==> src/rtl/diy_mole_recorder_pkg.sv <==
// ============================================================================
// diy_mole_recorder_pkg : shared encodings for the DIY mole recorder slice
// Rev 1.0
// ============================================================================
`default_nettype none

package diy_mole_recorder_pkg;

  localparam int PKG_ADDR_BITS = 23;

  // Game-state encodings used by the surrounding game FSM
  localparam logic [3:0] GS_DIY_DONE_RECORD        = 4'd11;
  localparam logic [3:0] GS_RECORD_DIY_IN_PROGRESS = 4'd12;

  // Location codes; pad bit for location L is pads[7-L]
  localparam logic [2:0] LOC_UPLEFT    = 3'd0;
  localparam logic [2:0] LOC_UP        = 3'd1;
  localparam logic [2:0] LOC_UPRIGHT   = 3'd2;
  localparam logic [2:0] LOC_LEFT      = 3'd3;
  localparam logic [2:0] LOC_RIGHT     = 3'd4;
  localparam logic [2:0] LOC_DOWNLEFT  = 3'd5;
  localparam logic [2:0] LOC_DOWN      = 3'd6;
  localparam logic [2:0] LOC_DOWNRIGHT = 3'd7;

  typedef enum logic [1:0] {
    ST_IDLE         = 2'd0,
    ST_ARMED        = 2'd1,
    ST_WAIT_RELEASE = 2'd2,
    ST_DONE         = 2'd3
  } rec_state_t;

endpackage

`default_nettype wire

==> src/rtl/diy_mole_recorder_table.sv <==
// ============================================================================
// diy_mole_table : simple dual-port RAM, sync write, registered read-first
// Rev 1.0
// ============================================================================
`default_nettype none

module diy_mole_table #(
  parameter int DEPTH = 128,
  parameter int AW    = 7,
  parameter int DW    = 26
) (
  input  logic          clk,
  input  logic          wr_en,
  input  logic [AW-1:0] wr_addr,
  input  logic [DW-1:0] wr_data,
  input  logic [AW-1:0] rd_addr,
  output logic [DW-1:0] rd_data
);

  logic [DW-1:0] mem [DEPTH];

  // Both updates are non-blocking in one process, so a same-address read sees old data
  always_ff @(posedge clk) begin
    if (wr_en) begin
      mem[wr_addr] <= wr_data;
    end
    rd_data <= mem[rd_addr];
  end

endmodule

`default_nettype wire

==> src/rtl/diy_mole_recorder.sv <==
// ============================================================================
// diy_mole_recorder : records {music_address, location} pairs from pad stomps
// Rev 1.0
// ============================================================================
`default_nettype none

module diy_mole_recorder
  import diy_mole_recorder_pkg::*;
#(
  parameter int          MAX_MOLES  = 128,
  parameter int          INDEX_BITS = 8,
  parameter int          ADDR_BITS  = PKG_ADDR_BITS,
  parameter int unsigned MIN_GAP    = 32'h1000
) (
  input  logic                  clk,
  input  logic                  reset,
  input  logic                  diy_mode,
  input  logic                  record_active,
  input  logic                  finish,
  input  logic [7:0]            pads,
  input  logic [ADDR_BITS-1:0]  music_address,
  input  logic [INDEX_BITS-1:0] lookup_index,
  output logic [ADDR_BITS-1:0]  index_address,
  output logic [2:0]            saved_mole_location,
  output logic [INDEX_BITS-1:0] total_moles,
  output logic                  ready_to_use,
  output logic                  table_full
);

  localparam int TAB_AW = (MAX_MOLES > 1) ? $clog2(MAX_MOLES) : 1;
  localparam int TAB_DW = ADDR_BITS + 3;
  localparam logic [INDEX_BITS-1:0] MAX_CNT = INDEX_BITS'(MAX_MOLES);
  localparam logic [ADDR_BITS:0]    GAP_EXT = (ADDR_BITS+1)'(MIN_GAP);

  rec_state_t state, next_state;

  logic [7:0]            pads_q;
  logic [INDEX_BITS-1:0] count;
  logic [ADDR_BITS-1:0]  last_addr;
  logic                  ready_q;
  logic                  rd_valid;
  logic [TAB_DW-1:0]     rd_data;

  logic       stomp_edge;
  logic       one_hot;
  logic       gap_ok;
  logic       room;
  logic       done_cond;
  logic       accept;
  logic [2:0] loc;

  assign stomp_edge = (pads_q == 8'd0) && (pads != 8'd0);
  assign one_hot    = $onehot(pads);
  assign room       = (count < MAX_CNT);
  // Extended width keeps last_addr+MIN_GAP from wrapping; a wrapped song address is always rejected
  assign gap_ok     = (count == '0) ||
                      ({1'b0, music_address} >= ({1'b0, last_addr} + GAP_EXT));
  assign done_cond  = (count == MAX_CNT) || (finish && (count != '0));

  always_comb begin
    loc = 3'd0;
    for (int i = 0; i < 8; i++) begin
      if (pads[7-i]) begin
        loc = 3'(i);
      end
    end
  end

  always_comb begin
    next_state = state;
    accept     = 1'b0;
    if (!diy_mode) begin
      next_state = ST_IDLE;
    end else begin
      unique case (state)
        ST_IDLE: begin
          if (record_active) next_state = ST_ARMED;
        end
        ST_ARMED: begin
          if (done_cond) begin
            next_state = ST_DONE;
          end else if (stomp_edge) begin
            accept     = one_hot && room && gap_ok;
            next_state = ST_WAIT_RELEASE;
          end
        end
        ST_WAIT_RELEASE: begin
          if (done_cond)            next_state = ST_DONE;
          else if (pads == 8'd0)    next_state = ST_ARMED;
        end
        ST_DONE: begin
          next_state = ST_DONE;
        end
        default: next_state = ST_IDLE;
      endcase
    end
  end

  always_ff @(posedge clk or posedge reset) begin
    if (reset) begin
      state     <= ST_IDLE;
      pads_q    <= 8'd0;
      count     <= '0;
      last_addr <= '0;
      ready_q   <= 1'b0;
      rd_valid  <= 1'b0;
    end else begin
      state    <= next_state;
      pads_q   <= pads;
      ready_q  <= diy_mode && (state == ST_DONE);
      rd_valid <= (lookup_index < count);
      if (!diy_mode || (state == ST_IDLE)) begin
        count     <= '0;
        last_addr <= '0;
      end else if (accept) begin
        count     <= count + 1'b1;
        last_addr <= music_address;
      end
    end
  end

  diy_mole_table #(
    .DEPTH (MAX_MOLES),
    .AW    (TAB_AW),
    .DW    (TAB_DW)
  ) u_table (
    .clk     (clk),
    .wr_en   (accept),
    .wr_addr (count[TAB_AW-1:0]),
    .wr_data ({music_address, loc}),
    .rd_addr (lookup_index[TAB_AW-1:0]),
    .rd_data (rd_data)
  );

  assign index_address       = rd_valid ? rd_data[TAB_DW-1:3] : '0;
  assign saved_mole_location = rd_valid ? rd_data[2:0] : 3'd0;
  assign total_moles         = count;
  assign table_full          = (count == MAX_CNT);
  assign ready_to_use        = ready_q;

endmodule

`default_nettype wire

==> config.mk <==
export PLATFORM = sky130hd
export DESIGN_NAME = diy_mole_recorder
export DESIGN_NICKNAME = d
export VERILOG_FILES = /design/src/rtl/diy_mole_recorder_pkg.sv /design/src/rtl/diy_mole_recorder_table.sv /design/src/rtl/diy_mole_recorder.sv
export SDC_FILE = /design/constraint.sdc
export NUM_CORES = 2
export LEC_CHECK = 0
export CORE_MARGIN = 2
export CORE_UTILIZATION = 40
export CTS_CLUSTER_DIAMETER = 40
export DETAILED_ROUTE_END_ITERATION = 12
export PLACE_DENSITY = 0.6
export REMOVE_ABC_BUFFERS = 1
export SETUP_SLACK_MARGIN = 0.3
export SYNTH_ARGS = -nofsm -noshare
export SYNTH_HDL_FRONTEND = slang
export SYNTH_SLANG_ARGS = --single-unit
==> constraint.sdc <==
create_clock -name clk -period 4.86 [get_ports clk]
set_input_delay 1.458 -clock clk [delete_from_list [all_inputs] [get_ports clk]]
set_output_delay 1.458 -clock clk [all_outputs]
set_load 0.02 [all_outputs]
==> flow_metrics.tcl <==
set metrics [dict create \
    met2_usage_pct 34.5 \
    ios 80 \
    placed_area_mm2 0.143 \
    layout_setup_ws_ns -0.700 \
    cts.sinks 3397 \
    cts_hold_buffers 0 \
    grt_use_total_pct 22.2 \
    synth_warnings 0 \
    syn_to_final_growth_pct 22.1 \
    die-area_mm2 0.332 \
    total_power_mw 68.5 \
    start_util_pct 40.3 \
    root_buffer "clkbuf_16" \
    syn_inst 6012 \
    synth.avg_cell_area_um2 21.8 \
    report.final.slew_viol_count 0 \
    drt_iter0_markers 9789 \
    path_buf_inv 9 \
    max_clock_freq_ghz 0.180 \
    tns_ns -1941.83 \
    crit_required_ns 5.50 \
    syn_area_mm2 0.131 \
    worst_slew_pin_slew_ns 1.24 \
    grt_pass1_wl_mm 519 \
    fin_worst_skew_ns 0.0501 \
    cp-end-kind "register" \
    use_met3_pct 4.04 \
    core_mm2 0.325 \
    grt_pass1_vias 65800 \
    routed_via_density 5.79 \
    timing_hold_violations_final 0 \
    crit_type "input port to register" \
    maxCapViolations 0 \
    fin_area_mm2 0.160 \
    post_drt_wl_per_cell_um 32.6 \
    synth-edff-count 3328 \
    die_h_um 576 \
    dp_hpwl_mm 233 \
    drtAntennaViolNets 0 \
    final_util_pct 49.2 \
    drive_gt1_share_pct 32.5 \
    p_leak_nw 51.6 \
    firstDrtPassIters 7 \
    min_period_ns 5.56 \
    multiInputGateArea_mm2 0.0287 \
    path_cells "buf_8, inv_4, fa_1, fa_1, fa_1, inv_2, ha_4, inv_2, fa_1, nand4_1, nor2_2, o21ai_4, buf_6, or4_4, a311oi_4, buf_6, nand4_4, buf_12, buf_12, nor2_4, buf_12" \
    critPathMostFrequentCell "fa_1" \
    status "finished, violations left" \
    yosys.area.top_type_share_pct 76.4 \
    cp_slowest_cell "fa_1" \
    ys_types 53 \
    cts_tree "done" \
    crit_family "adder cells" \
    cts_inserted_buffers 437 \
    rsz0062_at_grt "yes" \
    vias 66600 \
    critPathMaxFanout 26 \
    seq_area_frac_synth_pct 77.6 \
    grt_start_max_net_pins 130 \
    drt-total-wl_mm 375 \
    critPathArrivalTime_ns 6.20 \
    antenna_found_initial 27 \
    worstHoldPathType "register to register" \
    setup_viol 3357 \
    remaining_drc_errors 0 \
    async_flop_share_pct 1.27 \
    ys.flop_type "edfxtp_1" \
    met1_usage_pct 31.6 \
    seqCellArea_mm2 0.102 \
    synthTopCellsByArea "edfxtp_1, mux4_2, mux2i_1" \
    slowest_delay_ns 0.55 \
    die_x_um 576 \
    violations "setup timing" \
    rows 209 \
    numPortBuffers 79 \
    finalCritPeriodShare_pct 114 \
    clock_latency_ns 0.96 \
    grt.overflow.total 0 \
    cp-start-kind "input port" \
    max-slew-margin-rel_pct 17.1 \
    h-tree-depth 5 \
    yosys.area.top_type "edfxtp_1" \
    clkTransAtPathRegs_ns 0.06 \
    p_per_area_mw_per_mm2 429 \
    grt.busiest_layer "met2" \
    nFillCells 25700 \
    ys_ff_latch 3397 \
    vdd_ir_drop_max_mv 0.287 \
    nets 6870 \
    clk_path_buf_depth 4 \
    gp_congestion 0.911 \
]
[state kept, by name (all words and copies together) (netlist names)]
name and count:
last_addr 23, pads_q 8, state 2, ready_to_use 1, u_table.rd_data 26, u_table.mem 3328
rd_valid 1, total_moles 8
[power by group]
group	switching [mW]	internal [mW]	leakage, nW
logic	2.15	1.15	13.0
clock network	13.1	19.9	7.29
registers	0.0140	32.2	31.3
[through the flow]
step	instances	hold slack (ns)	setup slack (ns)
5_1_grt	11500	0.567	-0.863
3_5_place_dp	10600	0.541	-2.62
2_1_floorplan	5677	0.507	-3.38
3_3_place_gp	10600	0.527	-2.53
6_report	11500	0.550	-0.700
4_1_cts	11500	0.553	-0.660
[area by class of cell]
class                      count  area share [%]
timing repair buffer         669            5.46
clock inverter               345            2.47
antenna                       10          0.0157
multi-input combinational   2239            18.0
inverter                      41          0.0980
tap                         4325            3.39
sequential                  3397            63.6
clock buffer                 475            7.01
[path summary, 6_finish.rpt]
kind / startpoint / to / slack, ns / cells after the start
min in group asynchronous: reset / rd_valid$_DFF_PP0_ / 0.81 / 2
max in group asynchronous: reset / last_addr[15]$_DFFE_PP0P_ / 3.26 / 3
min: last_addr[5]$_DFFE_PP0P_ / last_addr[5]$_DFFE_PP0P_ / 0.55 / 2
min reg2reg: last_addr[5]$_DFFE_PP0P_ / last_addr[5]$_DFFE_PP0P_ / 0.55 / 2
max: pads[0] / u_table.mem[93][0]$_DFFE_PP_ / -0.70 / 21
max reg2reg: total_moles[3]$_DFFE_PP0P_ / u_table.mem[93][0]$_DFFE_PP_ / 0.78 / 12
[layout by cell type, fill, tap and decap left out, drive strengths merged, types with 43 or more instances in the layout]
cell,netlist,routed
nor2,227,227
clkinvlp,0,46
buf,121,609
o21ai,75,75
a211oi,159,159
bufinv,0,56
nand3,63,63
nand4,44,44
dfrtp,43,43
clkdlybuf4s50,0,47
nor3b,53,53
mux4,806,806
inv,41,121
clkinv,0,163
nand2,84,84
nor2b,106,106
clkbuf,214,487
a21oi,115,115
mux2i,236,236
a22oi,104,104
edfxtp,3328,3328
[synth_stat cells (41+ instances only)]
library cell / instances
edfxtp_1: 3328
mux4_2: 806
mux2i_1: 236
nor2_1: 227
clkbuf_1: 214
a211oi_1: 159
a21oi_1: 115
nor2b_1: 106
a22oi_1: 104
buf_1: 104
nand2_1: 84
o21ai_0: 74
nand3_1: 63
nor3b_1: 53
dfrtp_1: 43
inv_1: 41
[layer usage]
metal | vias to the layer above | wire (µm)
met2 | 3496 | 175000
met3 | 583 | 32800
met4 | 6 | 15400
met5 | - | 45
li1 | 27000 | -
met1 | 35600 | 151000
[worst register-to-register path: cells and delay by family, from the launching register on]
kind,cells,cell delay (ns)
DFF,1,0.48
buffers and inverters,5,1.03
and+or+nand+nor,5,1.62
AOI/OAI and AO/OA,2,0.59
[what timing repair did]
item / CTS / global route
gates cloned: 19 / 14
gates resized for setup: 78 / 21
pin swaps: 21 / 12
endpoints found under the setup margin: 3359 / 3359
buffers inserted: 33 / 4
[cells by family (layout without fill, tap and decap cells)]
group	Yosys count	in the layout	synth area share, %
flip-flops	3397	3397	77.6
multiplexers	1042	1042	15.7
AND/OR/NAND/NOR	656	656	2.61
AO/OA/AOI/OAI	490	490	2.48
buffers and inverters	376	1530	1.11
adder cells (fa/ha/maj)	41	41	0.415
XOR/XNOR	10	10	0.0670
other	0	10	0
Note: power is estimated with default switching activity, not from simulation.
